<file path="config.mk">
export PLATFORM = sky130hd
export DESIGN_NAME = ps2_rx
export DESIGN_NICKNAME = d
export VERILOG_FILES = /design/src/rtl/ps2_rx.sv
export SDC_FILE = /design/constraint.sdc
export NUM_CORES = 1
export LEC_CHECK = 0
export CAP_MARGIN = 15
export CORE_UTILIZATION = 55
export CTS_CLUSTER_SIZE = 30
export DETAILED_ROUTE_END_ITERATION = 12
export PLACE_DENSITY = 0.78
export SYNTH_ARGS = -nofsm -noshare
export SYNTH_HDL_FRONTEND = slang
export SYNTH_SLANG_ARGS = --single-unit
</file>
<file path="constraint.sdc">
create_clock -name clk_i -period 1.8 [get_ports clk_i]
set_input_delay 0.27 -clock clk_i [delete_from_list [all_inputs] [get_ports clk_i]]
set_output_delay 0.27 -clock clk_i [all_outputs]
set_load 0.05 [all_outputs]
</file>
<file path="src/rtl/ps2_rx.sv">
// PS/2 keyboard receiver: frames 11-bit packets from debounced clock/data lines
// and folds E0/F0 prefixes into single key events.
module ps2_rx #(
  parameter int unsigned TIMEOUT = 100000,
  parameter int unsigned TO_W    = 17
) (
  input  logic       clk_i,
  input  logic       rst_i,
  input  logic       ps2_clk_i,
  input  logic       ps2_data_i,
  output logic [7:0] rx_byte_o,
  output logic       rx_valid_o,
  output logic       rx_err_o,
  output logic [7:0] key_code_o,
  output logic       key_ext_o,
  output logic       key_brk_o,
  output logic       key_valid_o
);

  typedef enum logic [1:0] {IDLE, DATA, PARITY, STOP} state_e;

  state_e          state_q, state_d;
  logic            clk_prev_q;
  logic [2:0]      bit_cnt_q, bit_cnt_d;
  logic [7:0]      shift_q, shift_d;
  logic            parity_q, parity_d;
  logic [TO_W-1:0] to_cnt_q, to_cnt_d;
  logic [7:0]      rx_byte_q, rx_byte_d;
  logic            rx_valid_q, rx_valid_d;
  logic            rx_err_q, rx_err_d;
  logic [7:0]      key_code_q, key_code_d;
  logic            key_ext_q, key_ext_d;
  logic            key_brk_q, key_brk_d;
  logic            key_valid_q, key_valid_d;
  logic            ext_pend_q, ext_pend_d;
  logic            brk_pend_q, brk_pend_d;

  logic fall, timeout, frame_ok;

  assign fall     = clk_prev_q & ~ps2_clk_i;
  // A fall restarts the count, so it wins over a coincident expiry.
  assign timeout  = (state_q != IDLE) && !fall && (to_cnt_q == TO_W'(TIMEOUT - 1));
  assign frame_ok = ps2_data_i & (^{shift_q, parity_q});

  always_comb begin
    state_d     = state_q;
    bit_cnt_d   = bit_cnt_q;
    shift_d     = shift_q;
    parity_d    = parity_q;
    rx_byte_d   = rx_byte_q;
    rx_valid_d  = 1'b0;
    rx_err_d    = 1'b0;
    key_code_d  = key_code_q;
    key_ext_d   = key_ext_q;
    key_brk_d   = key_brk_q;
    key_valid_d = 1'b0;
    ext_pend_d  = ext_pend_q;
    brk_pend_d  = brk_pend_q;
    to_cnt_d    = (fall || state_q == IDLE) ? '0 : to_cnt_q + TO_W'(1);

    if (timeout) begin
      state_d  = IDLE;
      rx_err_d = 1'b1;
    end else if (fall) begin
      case (state_q)
        IDLE: begin
          if (!ps2_data_i) begin
            state_d   = DATA;
            bit_cnt_d = 3'd0;
          end
        end
        DATA: begin
          shift_d   = {ps2_data_i, shift_q[7:1]};
          bit_cnt_d = bit_cnt_q + 3'd1;
          if (bit_cnt_q == 3'd7) state_d = PARITY;
        end
        PARITY: begin
          parity_d = ps2_data_i;
          state_d  = STOP;
        end
        STOP: begin
          state_d = IDLE;
          if (frame_ok) begin
            rx_byte_d  = shift_q;
            rx_valid_d = 1'b1;
          end else begin
            rx_err_d = 1'b1;
          end
        end
        default: state_d = IDLE;
      endcase
    end

    // Key assembly runs one cycle behind the byte strobe.
    if (rx_valid_q) begin
      case (rx_byte_q)
        8'hE0: ext_pend_d = 1'b1;
        8'hF0: brk_pend_d = 1'b1;
        default: begin
          key_code_d  = rx_byte_q;
          key_ext_d   = ext_pend_q;
          key_brk_d   = brk_pend_q;
          key_valid_d = 1'b1;
          ext_pend_d  = 1'b0;
          brk_pend_d  = 1'b0;
        end
      endcase
    end else if (rx_err_q) begin
      ext_pend_d = 1'b0;
      brk_pend_d = 1'b0;
    end
  end

  always_ff @(posedge clk_i) begin
    if (rst_i) begin
      state_q     <= IDLE;
      clk_prev_q  <= 1'b1;
      bit_cnt_q   <= 3'd0;
      shift_q     <= 8'h00;
      parity_q    <= 1'b0;
      to_cnt_q    <= '0;
      rx_byte_q   <= 8'h00;
      rx_valid_q  <= 1'b0;
      rx_err_q    <= 1'b0;
      key_code_q  <= 8'h00;
      key_ext_q   <= 1'b0;
      key_brk_q   <= 1'b0;
      key_valid_q <= 1'b0;
      ext_pend_q  <= 1'b0;
      brk_pend_q  <= 1'b0;
    end else begin
      state_q     <= state_d;
      clk_prev_q  <= ps2_clk_i;
      bit_cnt_q   <= bit_cnt_d;
      shift_q     <= shift_d;
      parity_q    <= parity_d;
      to_cnt_q    <= to_cnt_d;
      rx_byte_q   <= rx_byte_d;
      rx_valid_q  <= rx_valid_d;
      rx_err_q    <= rx_err_d;
      key_code_q  <= key_code_d;
      key_ext_q   <= key_ext_d;
      key_brk_q   <= key_brk_d;
      key_valid_q <= key_valid_d;
      ext_pend_q  <= ext_pend_d;
      brk_pend_q  <= brk_pend_d;
    end
  end

  assign rx_byte_o   = rx_byte_q;
  assign rx_valid_o  = rx_valid_q;
  assign rx_err_o    = rx_err_q;
  assign key_code_o  = key_code_q;
  assign key_ext_o   = key_ext_q;
  assign key_brk_o   = key_brk_q;
  assign key_valid_o = key_valid_q;

endmodule
</file>
==> results of run 1 <==
[what timing repair did]
action / CTS / global route
buffers inserted: 0 / 0
endpoints found under the setup margin: 1 / 12
pin swaps: 0 / 1
resized for setup: 1 / 5
[power by group through the flow]
stage,clock (uW),combinational (uW),sequential [uW]
finish,838,99.0,1230
global route,905,108,1230
CTS,857,98.6,1230
detailed placement,0,98.1,1260
global placement,0,95.9,1260
floorplan,0,66.1,1260
[per-stage QoR]
| stage | utilization | area, um^2 |
|---|---|---|
| 2_1_floorplan | - | 2400 |
| 4_1_cts | 0.708 | 2890 |
| 3_5_place_dp | 0.680 | 2780 |
| 6_report | 0.712 | 2910 |
| 3_3_place_gp | 0.680 | 2780 |
| 5_1_grt | 0.712 | 2910 |
[cells in the final DEF (no fill, tap or decap), types with 7 or more instances in the layout]
master           Yosys  final
nor2_1              25     25
clkdlybuf4s50_1      0     17
inv_1                7      7
a21oi_1              7      7
xor2_1               8      8
nand2_1             10     10
xnor2_1              7      7
a22o_1              10     10
mux2i_1             18     18
buf_4                0     17
or3_1                7      7
nand3_1              7      7
ha_1                 7      7
nand2b_1            18     18
dfxtp_1             55     50
[cells in the mapped netlist, types with 2 or more instances]
library cell,n
or4_1,2
ha_1,7
nand4_1,6
nor2b_1,3
xnor2_1,7
mux2i_1,18
a22o_1,10
xor2_1,8
nand2b_1,18
nand3_1,7
or3_1,7
dfxtp_1,55
a21oi_1,7
nand4b_1,2
a21boi_0,2
clkbuf_1,8
nor2_1,25
o21ai_0,6
and3_1,3
nor3_1,2
nand2_1,10
inv_1,7
a22oi_1,2
[worst min-delay path by stage]
stage / start / endpoint
after floorplan: ps2_clk_i / clk_prev_q$_SDFF_PP1_
final: to_cnt_q[0]$_SDFF_PP0_ / to_cnt_q[0]$_SDFF_PP0_
after CTS: parity_q$_SDFFE_PP0P_ / parity_q$_SDFFE_PP0P_
after global placement: to_cnt_q[0]$_SDFF_PP0_ / to_cnt_q[0]$_SDFF_PP0_
after global routing: ext_pend_q$_SDFFE_PP0P_ / key_ext_o$_SDFFE_PP0P_
after detailed placement: to_cnt_q[0]$_SDFF_PP0_ / to_cnt_q[0]$_SDFF_PP0_
[flip-flops by register name, indices dropped and copies added (netlist names)]
register,count
to_cnt_q,17
parity_q,1
clk_prev_q,1
bit_cnt_q,3
rx_byte_o,8
key_valid_o,1
rx_err_o,1
rx_valid_o,1
ext_pend_q,1
key_brk_o,1
key_ext_o,1
key_code_o,8
state_q,2
shift_q,8
brk_pend_q,1
[kinds of logic (layout without fill, tap and decap cells)]
family | after synthesis | count (layout) | share of synthesized area
buffers and inverters | 17 | 54 | 0.0272
DFF | 55 | 55 | 0.460
adders and majority gates | 7 | 7 | 0.0366
and+or+nand+nor | 96 | 96 | 0.223
AOI/OAI and AO/OA | 32 | 32 | 0.0931
muxes | 19 | 19 | 0.0848
xor gates and xnor gates | 17 | 17 | 0.0748
[routing by layer]
layer  track usage  vias to the layer above  routed length [um]
li1              -                      918                   -
met1         0.286                      840                2200
met2         0.331                       45                2020
met3        0.0600                        8                 201
met4        0.0859                        0                  86
met5             0                        -                   0
[area by class of cell]
class,count,area (um^2)
timing repair buffer,39,364
sequential,55,1110
inverter,7,26.3
multi-input combinational,171,1230
clock inverter,2,35.0
fill,338,1170
tap,50,62.6
clock buffer,6,82.6
==> results.md, run 1 <==
- The global-route congestion overflow total is 0.
- The global-route usage over all layers is 0.216.
- The relative max-transition margin is 0.661.
- The via count of the first global-routing pass came to 1616.
- The count of cell types in the netlist is 44.
- The post-route fraction of the period consumed by the critical path is 0.974.
- Setup violations remaining at the end of the flow were counted as 0.
- The number of nets handed over by synthesis was 254.
- The fraction of layout cells with a size suffix above 1 is 0.129.
- At the pin with the least slew margin, the transition time is 0.508 ns.
- For the worst-skew pair, the clock arrives at the later sink with an insertion delay of 0.31 ns.
- The antenna cell count is 0.
- The maximum achievable frequency is 571 MHz.
- Along the worst path, the maximum fanout reaches 4.
- Of all flip-flops after synthesis, the portion carrying an async set or reset was 0.
- For this design the total switching power over the nets is 448 uW.
- During I/O placement, the number of pins put on the boundary was 25.
- The logic depth of the worst path, buffers included is 1.
- Of the post-synthesis cell area, the dominant cell type holds 0.460.
- In this run the static leakage power is 0.00115 uW.
- STA classifies the critical path startpoint as a register.
- For the worst setup path, the data arrival time is 1.48 ns.
- The standard cell with the maximum stage delay on the critical path is clkdlybuf4s50_1.
- After the first detailed-routing iteration, the DRC count stood at 113.
- The cell-internal power is 1720 uW.
- The number of hold-slack violations in the final timing report is 0.
- The share of total power dissipated in the clock network is 0.387.
- The post-layout instance count excluding filler cells is 330.
- The number of buffer cells added on primary ports is 24.
- The post-synthesis cell type with the largest combined area is dfxtp_1.
- The initialized floorplan defines 23 standard-cell rows.
- The worst hold path belongs to the class register to register.
- In the synthesized netlist the dominant register cell turns out to be dfxtp_1.
- The end of the worst register-to-register path is rx_err_o$_SDFF_PP0_.
- The critical path starts at rx_byte_o[6]$_SDFFE_PP0P_.
- Summed over all nets, the half-perimeter wirelength after detailed placement is 3250 um.
- The final-report max-slew violation count is 0.
- Ranked by total cell area, the synthesized netlist is headed by dfxtp_1 46%, mux2i_1 7.5%, nand2b_1 4.7%, nor2_1 3.9%, a22o_1 3.7%.
- The clock passes through at most 2 buffers.
- The first global-routing pass estimated 7310 um of wire.
- The CTS buffer count is 5.
- In this run the worst setup path terminates at rx_byte_o[6].
- Together, buffers and inverters on the worst path number 1.
- In the routed layout, each cell is associated on average with a via count of 5.49.
- The total negative slack for setup checks is 0 ns.
- The power density of the placed cells is 744 nW/um^2.
- In this run the critical register-to-register path is launched from to_cnt_q[5]$_SDFF_PP0_.
- At the end of routability-driven placement, the weighted congestion stood at 0.819.
- In this design, the stage delay of the slowest critical-path cell is 0.80 ns.
- The total vias in the final route is 1811.
- The H-tree was split into 2 levels.
- The mapped netlist covers 2390 um^2.
- The share of the Yosys chip area taken by registers is 0.460.
- The CTS sink count is 55.
- The clock tree root driver cell is clkbuf_8.
- The number of buffers added to fix hold violations after cts is 0.
- The share of total power dissipated in combinational logic is 0.046.
- For the finished layout, the period the worst path requires is 1.75 ns.
- The number of nets in the final layout is 290.
- The share of power burned in registers is 0.567.
- TritonCTS built the clock tree.
- The worst setup slack after layout is 0.0472 ns.
- The count of flip-flops with a built-in enable after synthesis is 0.
- The signed area change from the synthesized netlist to the final layout is 21.8%.
- The worst setup path is of the register to primary output kind.
- In this run, placement finished with an instance count of 322.
- At the worst endpoint, the required time is 1.53 ns.
- The worst reg-to-reg setup slack is 0.07 ns.
- The initial standard-cell utilization of the core is 0.585.
- The tool flagged a number of max-cap violations equal to 0.
- The die is 67.9 um tall.
- The placeable core area is 4090 um^2.
- The endpoint type of the worst setup path is a primary output.
- During synthesis, Yosys emitted a total of 0 warnings.
- The gate count of the mapped netlist is 243.
- The number of cells on the worst reg-to-reg path is 4.
- The number of antenna violations at the first check in global routing was 0.
- Before CTS, the worst setup slack after placement is 0.0305 ns.
- After synthesis, the mean cell area works out to 9.84 um^2.
- Setup repair after global routing left no endpoint under its margin.
- The clock tree skew after final layout is 0.00354 ns.
- The number of flip-flops and latches in the synthesized netlist is 55.
- Hold is met by 0.474 ns.
- Summing internal, switching and leakage power gives 2170 uW.
- The wire length per cell is 13.7 um.
- Of the total power, the share spent switching nets is 0.207.
- The kind of cell with the highest combined delay along the critical path is buffers and inverters.
- Clock-pin slew was measured on the worst setup and hold paths at 0.09 ns.
- The first-pass iteration count of the detailed router is 4.
- The number of remaining DRC errors is 0.
- The run finished with clean final reports.
- The remaining antenna violation count after routing is 0.
- Wires add up to 4510 um.
- Across the VDD grid, the largest voltage drop is 0.524 mV.
- The floorplan step defined a die boundary enclosing 4620 um^2.
- Entering global routing, the biggest net connects 29 pins.
- The critical path goes through clkdlybuf4s50_1.
- The die is 67.9 um wide.
- Counting instances, the worst hold path has a depth of 1.
(Power assumes the default switching activity.)
==> inputs of run 2 (changes only) <==
Settings changed: CORE_UTILIZATION 55 to 30, PLACE_DENSITY 0.78 to unset.
==> run 2 against run 1 <==
Sequential share of layout area shrank 0.41 points. Die area grew 81%. Fmax shrank 0.58%. Critical path depth did not move. Design area rose by 0.99%. Worst setup slack worse by 0.010 ns. Global-route usage shrank 10 points. Clock power down 18%. Power fell by 7.0%. Register-to-register slack improved by 0.06 ns. Critical endpoint unchanged.
==> results.md, run 2 (same netlist as run 1, synthesis figures left out) <==
- The floorplan die area is 8330 um^2 (+81%).
- The commonest non-fill, non-tap cell in the layout is dfxtp_1.
- The worst hold path class is register to register.
- The number of hold-slack violations in the final timing report is 0 (unchanged).
- The kind of cell adding the most delay to the critical path is buffers and inverters.
- The total vias in the final route is 1759 (-2.9%).
- The cell sitting at the root of the clock tree is a clkbuf_8.
- The worst slack at placement is -0.0364 ns (-0.0669 ns).
- The via count of the first global-routing pass came to 1697 (+5.0%).
- The register containing the most flip-flops in the final layout is to_cnt_q.
- The portion of total power attributed to combinational logic is 0.048 (+0.002).
- The standard-cell row count was 32 (+39%).
- The number of remaining DRC errors is 0 (unchanged).
- The TritonCTS clock tree is yes.
- The number of buffers added for setup after CTS is 0 (unchanged).
- The largest driver fanout on the critical path is 4 (unchanged).
- The pin count of the biggest net entering global routing is 34 (+17%).
- The maximum achievable frequency is 567 MHz (-0.58%).
- The number of buffers between clock root and the deepest sink is 2 (unchanged).
- The top-level port count was 25 (unchanged).
- The category of the critical setup timing path is register to primary output.
- The antenna cell count is 0 (unchanged).
- The global-route congestion overflow total is 0 (unchanged).
- The number of flip-flops in the largest register is 17 (unchanged).
- The fraction of layout cells with a size suffix above 1 is 0.126 (-0.00267).
- The HPWL after detailed placement was 3270 um (+0.59%).
- The required time of the worst setup path came to 1.53 ns (about the same).
- The final-report max-slew violation count came to 0 (unchanged).
- The clock tree skew after final layout is 0.00760 ns (+0.00407 ns).
- Traced cell by cell, the critical path runs through clkdlybuf4s50_1.
- The count of routing violations after the opening detailed-route iteration is 62 (-45%).
- The category of the worst setup path launch point is a register.
- The CTS H-tree depth is 2 (unchanged).
- The number of antenna violations at the first check in global routing is 0 (unchanged).
- The placeable core area came to 7730 um^2 (+89%).
- The power density of the placed cells is 685 nW/um^2 (-8.0%).
- The run finished with clean final reports.
- The global-route usage over all layers is 0.115 (-0.102).
- The number of setup violations in the final report was 0 (unchanged).
- Setup repair after global routing left no endpoint under its margin.
- The static power due to leakage is 0.00115 uW (about the same).
- The library cells used most frequently in the layout, excluding fill and tap cells, are 51 x dfxtp_1, 25 x nor2_1, 18 x nand2b_1, 18 x mux2i_1, 17 x buf_4.
- The insertion delay to the later sink of the worst-skew pair is 0.31 ns (about the same).
- The clock input transition at the sequential cells of the worst setup and hold paths is 0.10 ns (about the same).
- The global placement routability congestion is 0.750 (-8.4%).
- The number of filler instances in the final layout came to 776 (+130%).
- The share of the core filled with cells is 0.381 (-0.332).
- The clock network fraction of design power is 0.342 (-0.045).
- The wire length per cell is 11.7 um (-14%).
- The CTS sink count is 55 (unchanged).
- The instance area after placement was 2830 um^2 (+2.0%).
- The slew at the pin closest to its max-slew limit is 0.511 ns (+0.00323 ns).
- The largest stage delay on the critical path is 0.81 ns (about the same).
- The cell total after placement is 372 (+16%).
- The wire length of the first global-routing pass is 7730 um (+5.8%).
- The chip width is 91.3 um (+34%).
- The post-detailed-routing wire length was 4450 um (-1.3%).
- The arrival time at the worst endpoint is 1.49 ns (about the same).
- The standard cell with the maximum stage delay on the critical path is clkdlybuf4s50_1.
- The number of nets in the final layout came to 288 (-0.69%).
- The initial standard-cell utilization of the core was 0.309 (-0.276).
- The first-pass iteration count of the detailed router is 4 (unchanged).
- The relative max-transition margin is 0.659 (-0.00216).
- The share of power burned in registers is 0.610 (+0.043).
- The die extent in y was 91.3 um (+34%).
- The remaining antenna violation count after routing is 0 (unchanged).
- The CTS buffer count came to 5 (unchanged).
- The final design instance area without fill was 2940 um^2 (+0.99%).
- The per-cell via count in the routed design is 4.63 (-16%).
- The switching share of power is 0.232 (+0.0248).
- The post-route fraction of the period consumed by the critical path is 0.979 (+0.00572).
- The post-layout instance count excluding filler cells is 380 (+15%).
- The endpoint type of the worst setup path is a primary output.
- The cell-internal power was 1550 uW (-9.9%).
- The buffer and inverter count on the worst path came to 1 (unchanged).
- The number of buffer cells added on primary ports came to 24 (unchanged).
- Relative to the synthesized area, the layout overhead comes to 23.0%.
- The worst setup slack after layout is 0.0369 ns (-0.0103 ns).
- The highest ir drop seen on vdd is 0.263 mV (-50%).
- The max-cap check violation count is 0 (unchanged).
- The net switching power of the design is 466 uW (+4.1%).
- The shortest period the worst path allows is 1.76 ns (+0.0103 ns).
## run 2: worst min-delay path: stages, from the launching register on
cell and delay [ns]:
dfxtp_1 0.32, nand2_1 0.05, a21boi_0 0.06
## run 2: power groups by stage
stage          sequential [uW]  combinational (uW)  clock [uW]
4_1_cts                   1230                97.9         719
5_1_grt                   1230                 109         773
3_5_place_dp              1260                97.9           0
6_report                  1230                96.3         688
3_3_place_gp              1260                95.5           0
2_1_floorplan             1260                66.1           0
## run 2: what timing repair did
action	4_1_cts	5_1_grt
endpoints found under the setup margin	0	7
hold buffers	0	0
gates resized for setup	0	5
## run 2: worst paths after layout
path                             startpoint                      end  slack [ns]  depth (start not counted)
setup / recovery  rx_byte_o[6]$_SDFFE_PP0P_             rx_byte_o[6]        0.04                          1
hold / removal      brk_pend_q$_SDFFE_PP0P_  brk_pend_q$_SDFFE_PP0P_        0.47                          2
setup reg to reg     to_cnt_q[5]$_SDFF_PP0_      rx_err_o$_SDFF_PP0_        0.13                          4
hold reg to reg     brk_pend_q$_SDFFE_PP0P_  brk_pend_q$_SDFFE_PP0P_        0.47                          2
## run 2: final cells by class
| cell class | instances | area (um^2) | area share |
|---|---|---|---|
| multi-input combinational | 171 | 1230 | 0.420 |
| inverter | 7 | 26.3 | 0.00894 |
| sequential | 55 | 1110 | 0.376 |
| clock inverter | 2 | 16.3 | 0.00553 |
| timing repair buffer | 37 | 358 | 0.122 |
| tap | 102 | 128 | 0.0434 |
| clock buffer | 6 | 72.6 | 0.0247 |
## run 2: stage by stage
step | total power [uW] | hold WS [ns] | TNS, ns
2_1_floorplan | 1320 | 0.377 | 0
3_3_place_gp | 1350 | 0.445 | 0
3_5_place_dp | 1360 | 0.449 | -0.0932
4_1_cts | 2050 | 0.471 | 0
5_1_grt | 2110 | 0.487 | 0
6_report | 2010 | 0.467 | 0
## run 2: per-layer routing
metal | global-route usage | wire (um) | part of all wire
met4 | 0.0437 | 71 | 0.016
met2 | 0.184 | 1980 | 0.44
met5 | 0 | 0 | 0
met1 | 0.153 | 2310 | 0.52
met3 | 0.0209 | 100 | 0.022
==> patch 1: new RTL, settings of run 2 <==
Take the reset off `key_code_q` and load it in a clocked block of its own.
--- a/src/rtl/ps2_rx.sv
+++ b/src/rtl/ps2_rx.sv
@@ -123,5 +123,4 @@
       rx_valid_q  <= 1'b0;
       rx_err_q    <= 1'b0;
-      key_code_q  <= 8'h00;
       key_ext_q   <= 1'b0;
       key_brk_q   <= 1'b0;
@@ -139,5 +138,4 @@
       rx_valid_q  <= rx_valid_d;
       rx_err_q    <= rx_err_d;
-      key_code_q  <= key_code_d;
       key_ext_q   <= key_ext_d;
       key_brk_q   <= key_brk_d;
@@ -146,4 +144,8 @@
       brk_pend_q  <= brk_pend_d;
     end
+  end
+
+  always_ff @(posedge clk_i) begin
+    key_code_q <= key_code_d;
   end
 
Formal check against the unedited RTL: same outputs for any inputs over 10 cycles, from zero or initial values and one cycle with rst_i high; that may be too few to reach the edited logic, so the function may still have changed.
==> patch 1 against run 2 <==
Critical path depth stayed put; synthesized area is 1.5% higher; total power is 8.2% higher; synthesized cell count is 3.3% lower; sequential cell count stayed put; maximum frequency is 0.54% higher; count of clock-buffer cells in the layout stayed put; setup slack better by 0.0095 ns; wire length is 2.2% higher; cell area is 2.3% higher; critical endpoint is now rx_byte_o[7]; largest cell class unchanged; largest power group unchanged; highest routed layer unchanged.
==> patch 1: results <==
[min_path]
hold_start = "rx_byte_o[5]$_SDFFE_PP0P_"
min_to = "key_code_o[5]$_DFFE_PP_"
hold_depth = 0

[place]
place_ws_ns = -0.00663
hpwl_um = 3320
post-place-cells = 365
place_congestion = 0.780
placed_cell_area_um2 = 2870

[routing]
dr_wl_met3_um = 184
wl_met2_um = 2020
viasPerCell = 4.63
wl_met1_um = 2280
wl_per_cell_um = 12.2
drt_iter0_markers = 46

[finish]
layout.nonclk_buf_frac = 0.114
clkCellAreaFrac = 0.0370
nNonClkBuffers = 36
n_all_inverters = 7
filler_cell_count = 792
sh_seq_area = 0.395
fin_cells = 373
drive_gt1_frac = 0.140
multi_input_gates = 165
multi_input_area_share = 0.402
clkbuf_count = 6
layout.nets = 281
finalCoreUtilization = 0.387
largest_register_ffs = 17

[worst_setup_path]
r2r_slack_ns = 0.11
worstSetupEndpoint = "rx_byte_o[7]"
crit_start = "rx_byte_o[7]$_SDFFE_PP0P_"

[global_route]
grt_pass1_wl_um = 7870
grtUsageMet3 = 0.0282
grt_start_max_net_pins = 39
globalRouteMet1Util = 0.146
grt_pass1_vias = 1683
grt_usage = 0.116

[synth]
yosys-top-cells-area = "dfxtp_1 39%, edfxtp_1 9.9%, mux2i_1 8.2%"
synth_nets = 246
yosysSeqAreaShare = 0.487
synthTopCellsByCount = "47 x dfxtp_1, 31 x nor2_1, 20 x mux2i_1"
ys_types = 42
syn_inst = 235
synth_edf_count = 8

[pwr]
power.leakage_nw = 1.14
ir_drop_v = 0.000340

[timing]
min_period_ns = 1.75
holdWs_ns = 0.466
slew_headroom = 0.667
drv_slew = 0

[status]
status = "complete, no violations"

[clocking]
cts-resized-gates = 1
patch 1: cell types whose count changed in the layout (fill, tap and decap cells not counted), sizes merged, moves of 3 or more:
cell	change
and4	+4
dlymetal6s2s	-3
clkdlybuf4s50	+3
edfxtp	+8
dfxtp	-8
nor2	+6
a22o	-10
or3	-3
o21ai	-3
patch 1: cells by family after synthesis:
| logic type | count (synthesis) | share of synthesized area |
|---|---|---|
| adder cells (fa/ha/maj) | 7 | 0.0361 |
| XOR/XNOR | 18 | 0.0773 |
| flip-flops | 55 | 0.487 |
| buffers and inverters | 15 | 0.0232 |
| multiplexers | 21 | 0.0918 |
| AND/OR/NAND/NOR | 100 | 0.231 |
| AO/OA/AOI/OAI | 19 | 0.0541 |
patch 1: power by group:
group	switching, mW	internal [mW]	leakage [nW]
clock network	0.409	0.421	0.0558
registers	0.00608	1.25	0.446
logic	0.0505	0.0443	0.638
total	0.466	1.71	1.14
==> patch 2: new RTL, config.mk and constraints of run 2 <==
Made on the original files. Change the parameter `TO_W` from 17 to 13.
--- a/src/rtl/ps2_rx.sv
+++ b/src/rtl/ps2_rx.sv
@@ -3,5 +3,5 @@
 module ps2_rx #(
   parameter int unsigned TIMEOUT = 100000,
-  parameter int unsigned TO_W    = 17
+  parameter int unsigned TO_W    = 13
 ) (
   input  logic       clk_i,
Formal check against the unedited RTL: same outputs for any inputs over 10 cycles, from zero or initial values and one cycle with rst_i high; that may be too few to reach the edited logic, so the function may still have changed.
==> patch 2 against run 2 <==
Wire length is 12% lower; synthesized area down 8.1%; sequential share of layout area decreased by 0.38 points; cell area fell by 6.6%; global-route usage decreased by 0.22 points; sequential power decreased by 7%; clock skew is 0.0027 ns higher; setup slack improved by 0.033 ns; utilization increased by 1.5 points; synthesized cell count is 9.1% lower; total power shrank 3.7%; sequential cell count shrank 4; via count is 9.2% lower; largest power group unchanged; highest routed layer unchanged.
==> patch 2: results <==
[timing]
slew_headroom = 0.663

[status]
status = "complete, no violations"

[pwr]
p_int_mw = 1.50
seq_power_mw = 1.14
power.leakage_nw = 1.06
sw_frac_of_total = 0.226
ir_drop_v = 0.000240
clock_power_mw = 0.689

[global_route]
gr-usage-met2 = 0.188
grt_pass1_wl_um = 6740

[worst_setup_path]
worstSetupEndpoint = "rx_err_o"
crit_start = "rx_err_o$_SDFF_PP0_"
r2r-end = "rx_byte_o[3]$_SDFFE_PP0P_"
cp.arrival_ns = 1.46
r2r_cells = 5
r2r_slack_ns = 0.10

[min_path]
min_to = "to_cnt_q[0]$_SDFF_PP0_"
hold_start = "to_cnt_q[0]$_SDFF_PP0_"
hold_depth = 1

[finish]
filler_cell_count = 716
layout.nets = 268

[place]
place_congestion = 0.777

[synth]
ys_types = 37
synthTopCellsByCount = "51 x dfxtp_1, 21 x nor2_1, 19 x nand2b_1"

[routing]
wl_met2_um = 1790
wl_met1_um = 1860
## patch 2: cell count changes in the layout (fill, tap and decap cells not counted), moves of 3 or more
cell	change
or3_1	-5
dfxtp_2	-3
and3_1	-3
inv_1	-3
nor2_1	-4
nand2_1	+5
## patch 2: kinds of logic (layout without fill, tap and decap cells)
| group | after synthesis | in the layout | share of synthesized area |
|---|---|---|---|
| AOI/OAI and AO/OA | 27 | 27 | 0.0883 |
| xor gates and xnor gates | 16 | 16 | 0.0774 |
| adders and majority gates | 7 | 7 | 0.0399 |
| buffers and inverters | 12 | 49 | 0.0205 |
| DFF | 51 | 51 | 0.465 |
| muxes | 18 | 18 | 0.0877 |
| and+or+nand+nor | 90 | 90 | 0.222 |
## patch 2: area by class of cell
| cell class | count | area share |
|---|---|---|
| clock buffer | 6 | 0.0301 |
| clock inverter | 2 | 0.00593 |
| multi-input combinational | 158 | 0.414 |
| tap | 96 | 0.0438 |
| sequential | 51 | 0.372 |
| inverter | 4 | 0.00547 |
| timing repair buffer | 37 | 0.128 |
## patch 2: through the flow
| stage | std cells | utilization | hold slack, ns | setup slack [ns] |
|---|---|---|---|---|
| 2_1_floorplan | 221 | - | 0.377 | 0.0674 |
| 3_5_place_dp | 346 | 0.379 | 0.454 | -0.0531 |
| 5_1_grt | 354 | 0.395 | 0.496 | -0.00931 |
| 4_1_cts | 354 | 0.394 | 0.475 | 0.000953 |
| 6_report | 354 | 0.395 | 0.467 | 0.0695 |
| 3_3_place_gp | 346 | 0.379 | 0.446 | -0.0340 |
## patch 2: repair_timing
| item | CTS | global route |
|---|---|---|
| endpoints found under the hold margin | 0 | 0 |
| gates resized for setup | 1 | 4 |
| pin swaps | 0 | 1 |
| setup endpoints to repair | 1 | 9 |
